## config.mk

```make
export PLATFORM = sky130hd
export DESIGN_NAME = mem_word_arbiter
export DESIGN_NICKNAME = d
export VERILOG_FILES = /design/src/rtl/mem_arb_pkg.sv /design/src/rtl/mem_word_serdes.sv /design/src/rtl/mem_word_arbiter.sv
export SDC_FILE = /design/constraint.sdc
export NUM_CORES = 1
export LEC_CHECK = 0
export BUFFER_PORTS_ARGS = -buffer_cell sky130_fd_sc_hd__buf_2
export CAP_MARGIN = 0
export CORE_ASPECT_RATIO = 1.5
export CORE_MARGIN = 2
export CORE_UTILIZATION = 46
export DETAILED_ROUTE_END_ITERATION = 7
export GPL_ROUTABILITY_DRIVEN = 0
export PLACE_DENSITY = 0.8
export SETUP_SLACK_MARGIN = 0.1
export SKIP_LAST_GASP = 1
export SYNTH_ARGS = -nofsm -noshare
export SYNTH_HDL_FRONTEND = slang
export SYNTH_SLANG_ARGS = --single-unit
```

## constraint.sdc

```tcl
create_clock -name clk -period 3.63 [get_ports clk]
set_clock_uncertainty 0.05 [all_clocks]
set_input_delay 0.726 -clock clk [delete_from_list [all_inputs] [get_ports clk]]
set_output_delay 0.726 -clock clk [all_outputs]
set_load 0.02 [all_outputs]
```

## src/rtl/mem_arb_pkg.sv

```systemverilog
// Shared types and big-endian byte-lane helpers for mem_word_arbiter.
// Round-robin collision handling is enabled by defining MEM_ARB_RR_EN.
package mem_arb_pkg;

   localparam int BYTES_PER_WORD = 4;

   typedef enum logic [1:0] {
      IDLE = 2'd0,
      XFER = 2'd1,
      DONE = 2'd2
   } state_t;

   typedef enum logic {
      OWN_IF = 1'b0,
      OWN_DM = 1'b1
   } owner_t;

   // Lane 0 is the most significant byte of the word.
   function automatic logic [7:0] lane_get(input logic [31:0] word, input logic [1:0] lane);
      logic [7:0] b;
      case (lane)
         2'd0:    b = word[31:24];
         2'd1:    b = word[23:16];
         2'd2:    b = word[15:8];
         default: b = word[7:0];
      endcase
      return b;
   endfunction

   function automatic logic [31:0] lane_put(input logic [31:0] word, input logic [1:0] lane,
                                            input logic [7:0] b);
      logic [31:0] w;
      w = word;
      case (lane)
         2'd0:    w[31:24] = b;
         2'd1:    w[23:16] = b;
         2'd2:    w[15:8]  = b;
         default: w[7:0]   = b;
      endcase
      return w;
   endfunction

endpackage

```

## src/rtl/mem_word_serdes.sv

```systemverilog
// Byte sequencer for one word transfer: byte counter, wrapping address,
// write-lane select and read-lane merge.
module mem_word_serdes
   import mem_arb_pkg::*;
#(
   parameter int ADDR_W = 5
) (
   input  logic              clk,
   input  logic              rst,
   input  logic              clear,
   input  logic              advance,
   input  logic [ADDR_W-1:0] base_addr,
   input  logic [31:0]       wdata,
   input  logic [31:0]       rword_cur,
   input  logic [7:0]        rbyte,
   output logic [ADDR_W-1:0] byte_addr,
   output logic [7:0]        wbyte,
   output logic [31:0]       rword_next,
   output logic              last
);

   logic [1:0] cnt_q, cnt_d;

   always_comb begin
      cnt_d = cnt_q;
      if (clear) begin
         cnt_d = 2'd0;
      end else if (advance) begin
         cnt_d = cnt_q + 2'd1;
      end
   end

   // NOTE: state registers use non-blocking assignments so every flop samples pre-edge values.
   always_ff @(posedge clk or posedge rst) begin
      if (rst) begin
         cnt_q <= 2'd0;
      end else begin
         cnt_q <= cnt_d;
      end
   end

   // Truncation to ADDR_W bits gives the wrap at the top of memory.
   assign byte_addr  = base_addr + ADDR_W'(cnt_q);
   assign wbyte      = lane_get(wdata, cnt_q);
   assign rword_next = lane_put(rword_cur, cnt_q, rbyte);
   assign last       = (cnt_q == 2'(BYTES_PER_WORD - 1));

endmodule

```

## src/rtl/mem_word_arbiter.sv

```systemverilog
// Shares a byte-wide memory between fetch and data paths, one 32-bit word per grant.
// Define MEM_ARB_RR_EN for round-robin collisions; default is data-over-fetch priority.
module mem_word_arbiter
   import mem_arb_pkg::*;
#(
   parameter int ADDR_W = 5
) (
   input  logic              clk,
   input  logic              rst,
   input  logic              if_req,
   input  logic [ADDR_W-1:0] if_addr,
   output logic [31:0]       if_rdata,
   output logic              if_done,
   input  logic              dm_req,
   input  logic              dm_we,
   input  logic [ADDR_W-1:0] dm_addr,
   input  logic [31:0]       dm_wdata,
   output logic [31:0]       dm_rdata,
   output logic              dm_done,
   output logic [ADDR_W-1:0] mem_addr,
   output logic              mem_we,
   output logic [7:0]        mem_wdata,
   input  logic [7:0]        mem_rdata,
   output logic              busy
);

   state_t            state_q, state_d;
   owner_t            owner_q, owner_d;
   logic [ADDR_W-1:0] base_q, base_d;
   logic              we_q, we_d;
   logic [31:0]       wdata_q, wdata_d;
   logic [31:0]       if_rdata_q, if_rdata_d;
   logic [31:0]       dm_rdata_q, dm_rdata_d;

   logic              grant_dm;
   logic              start;
   logic              in_xfer;
   logic [ADDR_W-1:0] byte_addr;
   logic [7:0]        wbyte;
   logic [31:0]       rword_cur;
   logic [31:0]       rword_next;
   logic              last;

   assign start   = (state_q == IDLE) && (if_req || dm_req);
   assign in_xfer = (state_q == XFER);

`ifdef MEM_ARB_RR_EN
   owner_t last_q, last_d;

   // Reset pointer says fetch, so the first collision after reset goes to data.
   assign grant_dm = dm_req && (!if_req || (last_q == OWN_IF));

   always_comb begin
      last_d = last_q;
      if (start) begin
         last_d = grant_dm ? OWN_DM : OWN_IF;
      end
   end

   always_ff @(posedge clk or posedge rst) begin
      if (rst) begin
         last_q <= OWN_IF;
      end else begin
         last_q <= last_d;
      end
   end
`else
   assign grant_dm = dm_req;
`endif

   assign rword_cur = (owner_q == OWN_DM) ? dm_rdata_q : if_rdata_q;

   mem_word_serdes #(
      .ADDR_W (ADDR_W)
   ) u_serdes (
      .clk        (clk),
      .rst        (rst),
      .clear      (start),
      .advance    (in_xfer),
      .base_addr  (base_q),
      .wdata      (wdata_q),
      .rword_cur  (rword_cur),
      .rbyte      (mem_rdata),
      .byte_addr  (byte_addr),
      .wbyte      (wbyte),
      .rword_next (rword_next),
      .last       (last)
   );

   // NOTE: every always_comb output gets a default first so no latch is inferred.
   always_comb begin
      state_d    = state_q;
      owner_d    = owner_q;
      base_d     = base_q;
      we_d       = we_q;
      wdata_d    = wdata_q;
      if_rdata_d = if_rdata_q;
      dm_rdata_d = dm_rdata_q;
      case (state_q)
         IDLE: begin
            if (start) begin
               owner_d = grant_dm ? OWN_DM : OWN_IF;
               base_d  = grant_dm ? dm_addr : if_addr;
               we_d    = grant_dm && dm_we;
               if (grant_dm) begin
                  wdata_d = dm_wdata;
               end
               state_d = XFER;
            end
         end
         XFER: begin
            if (!we_q) begin
               if (owner_q == OWN_DM) begin
                  dm_rdata_d = rword_next;
               end else begin
                  if_rdata_d = rword_next;
               end
            end
            if (last) begin
               state_d = DONE;
            end
         end
         DONE:    state_d = IDLE;
         default: state_d = IDLE;
      endcase
   end

   // NOTE: read-data registers are reset so the outputs read zero straight out of reset.
   always_ff @(posedge clk or posedge rst) begin
      if (rst) begin
         state_q    <= IDLE;
         owner_q    <= OWN_IF;
         base_q     <= '0;
         we_q       <= 1'b0;
         wdata_q    <= '0;
         if_rdata_q <= '0;
         dm_rdata_q <= '0;
      end else begin
         state_q    <= state_d;
         owner_q    <= owner_d;
         base_q     <= base_d;
         we_q       <= we_d;
         wdata_q    <= wdata_d;
         if_rdata_q <= if_rdata_d;
         dm_rdata_q <= dm_rdata_d;
      end
   end

   assign mem_addr  = in_xfer ? byte_addr : '0;
   assign mem_we    = in_xfer && we_q;
   assign mem_wdata = (in_xfer && we_q) ? wbyte : 8'h00;
   assign busy      = (state_q != IDLE);
   assign if_done   = (state_q == DONE) && (owner_q == OWN_IF);
   assign dm_done   = (state_q == DONE) && (owner_q == OWN_DM);
   assign if_rdata  = if_rdata_q;
   assign dm_rdata  = dm_rdata_q;

endmodule

```

## Word-level counts from Yosys, hierarchy flattened

Cells that the tools add are included.

- Input bits: 55
- Register bits after elaboration: 107

- Bitwise gates (word level): 2
- Eq/ne operators: 7
- Multiplexer cells: 15
- Reduce and logical (&&, ||, !) cells: 16
- Add/sub/neg operators: 2

Operators by type and width:

| operator | count |
|---|---|
| two-way mux 8 bit | 5 |
| two-way mux 32 bit | 1 |
| one-hot mux 8 bit (3 select lines) | 1 |
| two-way mux 5 bit | 2 |
| AND reduction 3 bit | 3 |
| two-way mux 2 bit | 4 |
| == test 2 bit, second input constant | 3 |
| adder 5 x 2 -> 5 bit | 1 |
| logical AND 1 bit | 5 |
| == test 2 x 1 -> 1 bit, second input constant | 2 |
| logical NOT 2 bit | 2 |
| one-hot mux 2 bit (2 select lines) | 1 |
| AND reduction 2 bit | 2 |
| nonzero test 2 bit | 2 |
| OR reduction 3 bit | 1 |
| adder 2 x 1 -> 2 bit, second input constant | 1 |
| inequality test 2 x 1 -> 1 bit, second input constant | 1 |
| inequality test 2 bit, second input constant | 1 |
| NOT 1 bit | 2 |
| logical OR 1 bit | 1 |
| two-way mux 1 bit | 1 |

## Logic depth before layout (Yosys ltp)

- Word-level depth: 4
- Gate-level depth with buffers: 5

## By module

A second synthesis with hierarchy kept.

- Cells, all modules: 381
- Area, all modules: 5435.2 um^2

By module, submodules not included:

| module | area each (um^2) | seq. area each (um^2) | instances | cells an instance |
|---|---|---|---|---|
| mem_word_arbiter | 4553.1 | 2627.5 | 1 | 291 |
| mem_word_serdes | 882.1 | 50.0 | 1 | 90 |

## Least setup slack after synthesis

OpenSTA, ideal clock, no wires.

- Kind: reg-to-output
- From: register u_serdes.cnt_q[0]
- To: output port mem_wdata[5]
- Arrival: 1812 ps
- Setup slack: 1042 ps
- Path buffers: 2
- Data required time: 2854 ps
- Cell stages (with the launch flop): 6
- Cell sequence: dfrtp_1 -> ha_1 -> clkbuf_1 -> buf_1 -> a21oi_1 -> a221oi_1

- Cells in the longest elaborated chain, start to end: 3
- Elaborated cells between the ends (all ways): 5
- Classes of those cells: eq/ne: 2; mux: 2; reduce/logical: 1

Ends and longest elaborated chain:

| item | line | text |
|---|---|---|
| start, declared | mem_word_serdes.sv:22 | `logic [1:0] cnt_q, cnt_d;` |
| start signal, assigned | mem_word_serdes.sv:38 | `cnt_q <= cnt_d;` |
| == test 2 bit, or another cell as far along | mem_arb_pkg.sv:21 | `case (lane)` |
| one-hot mux 8 bit (3 select lines) (*) | mem_arb_pkg.sv:21 |  |
| two-way mux 8 bit (*) | mem_word_arbiter.sv:151 | `assign mem_wdata = (in_xfer && we_q) ? wbyte : 8'h00;` |
| end, declared | mem_word_arbiter.sv:22 | `output logic [7:0] mem_wdata,` |

Every way passes the cells marked *; elsewhere a longest branch is shown, timed or not.

## Worst setup path after layout

- From: register u_serdes.cnt_q[1]
- To: output port mem_wdata[5]

The elaborated chain is that of the path after synthesis.

==> summary.md <==
| Metric | Value |
|---|---|
| Status | completed |
| Setup-failing EPs final | 0 |
| First-pass GRT wire length | 16400 µm |
| Minimum clock period | 2.95 ns |
| Commonest non-fill, non-tap cell in the layout | buf_2 |
| Total number of vias | 3021 |
| Die area | 10700 µm² |
| N_diodes | 0 |
| FMAX | 0.339 GHz |
| Predominant post-synthesis flop cell | dfrtp_1 |
| Total setup buffers inserted after CTS | 0 |
| CTS sink count | 107 |
| Post-Place Cells | 554 |
| Post-synthesis sequential area ratio | 59.1% |
| Share of cells above drive strength 1 | 57.9% |
| Seq cells post-synth | 107 |
| Slew headroom | 35.8% |
| Starting Density | 47.0% |
| Cell Area, Synth | 4530 µm² |
| Port-buffer cells | 135 |
| Hold Violations, Final | 0 |
| Clock tree from TritonCTS | done |
| CP max FO | 10 |
| Hold_buf cts | 0 |
| Most frequent cells in the layout | buf_2, dfrtp_1, mux2_2, inv_1, a21oi_1 |
| Post-CTS sizing | 0 |
| Count of cell types in the netlist | 30 |
| Die width | 85.0 µm |
| Maximum number of pins on one net before global-route repair | 45 |
| Hold WS | 0.447 ns |
| Root Driver | clkbuf_16 |
| Row cnt | 44 |
| Worst-path clk slew | 0.07 ns |
| DP HPWL | 7670 µm |
| Core area | 9630 µm² |
| Number of detailed-route iterations in the first pass | 4 |
| MaxCap Viol Count | 0 |
| Chip height | 126 µm |
| PwrDens | 1010 nW/µm² |
| Slew @ Worst Pin | 0.961 ns |
| Antenna violations before repair | 0 |
| Gate Count Post-Synth | 312 |
| Avg WL per Cell | 18.2 µm |
| Asr flop ratio synth | 100% |
| Clk_lat worst skew | 0.34 ns |
| Post-synth EDFFs | 0 |
| Period utilization | 81.2% |
| P_leak | 0.00268 µW |
| Hold crit path type | reg2reg |
| Final Max Slew Viols | 0 |
| Avg Synthesized Cell Area | 14.5 µm² |
| CTS buffer count | 9 |
| Synth warn | 0 |
| Critical Path Start Type | flip-flop |
| Area Overhead vs Synth | 24.1% |
| Syn nets | 375 |
| IR drop worst, VDD | 0.652 mV |
| RSZ-0062 raised after global routing | false |
| Initial drt markers | 96 |
| Htree depth | 3 |
| GRT Total Usage | 19.8% |
| Fin cells | 569 |
| Detail Route Antenna Nets | 0 |
| CP required | 2.85 ns |
| Worst setup path class | reg2out |
| Grt ovf | 0 |
| Worst EP arrival | 2.17 ns |
| Drt drc | 0 |
| Clock buffer depth | 2 |
| Setup crit end kind | output port |
| Vias in the first global route | 3273 |
| Routed WL | 10300 µm |
| Final net count | 513 |
| IO Pins | 136 |
| Vias per cell | 5.31 |
| Setup TNS | 0 ns |
-- cell families (layout without fill, tap and decap cells) --
kind of cell    count (synthesis)  in the layout  share of synthesized area [%]
mux                           106            106                           26.2
flops                         107            107                           59.1
simple gates                   28             28                           3.98
buf+inv                        27            169                           2.79
xor+xnor                        1              1                          0.193
compound gates                 35             35                           5.33
fa+ha+maj                       8              8                           2.37
-- power by group --
part           switching [µW]  total, µW  internal [µW]
clock                     436        975            539
sequential                355       2170           1810
combinational            1450       2560           1110
-- final cells by class --
| type | count | area, µm² |
|---|---|---|
| Clock buffer | 9 | 225 |
| Clock inverter | 6 | 75.1 |
| Fill cell | 774 | 4010 |
| Inverter | 16 | 63.8 |
| Multi-Input combinational cell | 178 | 1730 |
| Sequential cell | 107 | 2680 |
| Tap cell | 115 | 144 |
| Timing Repair Buffer | 138 | 711 |
-- flip-flops by register name (all words and copies together) (netlist names) --
| signal | flops |
|---|---|
| state_q | 2 |
| wdata_q | 32 |
| u_serdes.cnt_q | 2 |
| owner_q | 1 |
| if_rdata | 32 |
| we_q | 1 |
| dm_rdata | 32 |
| base_q | 5 |
-- stage by stage --
stage	instance area, µm²	setup slack, ns	power, µW	utilization, %
floorplan	4530	1.04	3920	-
global placement	5320	1.06	4650	55.2
detailed placement	5320	1.03	4770	55.2
CTS	5620	0.650	5750	58.4
global route	5620	0.543	6040	58.4
finish	5620	0.682	5700	58.4
-- cell usage after synthesis, drive strengths merged (2+ instances only) --
master | count | share of area [%]
dfrtp | 107 | 59
mux2 | 102 | 25
inv | 16 | 1.3
a21oi | 11 | 1.2
nand2 | 11 | 1.4
a221oi | 8 | 1.5
a22oi | 8 | 1.3
ha | 7 | 1.9
buf | 6 | 1.0
nor2 | 6 | 0.50
clkbuf | 5 | 0.41
mux2i | 4 | 0.88
o21ai | 4 | 0.52
and2 | 3 | 0.41
a21o | 2 | 0.33
a22o | 2 | 0.39
or3 | 2 | 0.28
-- metal layers --
metal / track usage (%) / vias up / routed length, µm
met3: 6.01 / 16 / 702
met5: 0 / - / 0
li1: - / 1384 / -
met1: 22.0 / 1530 / 3820
met4: 7.94 / 0 / 218
met2: 34.9 / 91 / 5590
-- worst max-delay path: stages, from the launching register on --
cell      delay [ns]
dfrtp_1         0.43
inv_1           0.17
ha_1            0.51
a21oi_1         0.15
a221oi_1        0.33
buf_2           0.23
-- path summary, 6_finish.rpt --
| path | startpoint | to | slack [ns] | cells after the start |
|---|---|---|---|---|
| setup / recovery | u_serdes.cnt_q[1] | mem_wdata[5] | 0.68 | 5 |
| min in group asynchronous | rst | dm_rdata[27] | 0.53 | 2 |
| setup reg to reg | u_serdes.cnt_q[0] | dm_rdata[0] | 1.67 | 3 |
| hold reg to reg | dm_rdata[0] | dm_rdata[0] | 0.45 | 1 |
| max in group asynchronous | rst | if_rdata[22] | 2.13 | 3 |
| hold / removal | dm_rdata[0] | dm_rdata[0] | 0.45 | 1 |
Power figures use the tool's default switching activity.
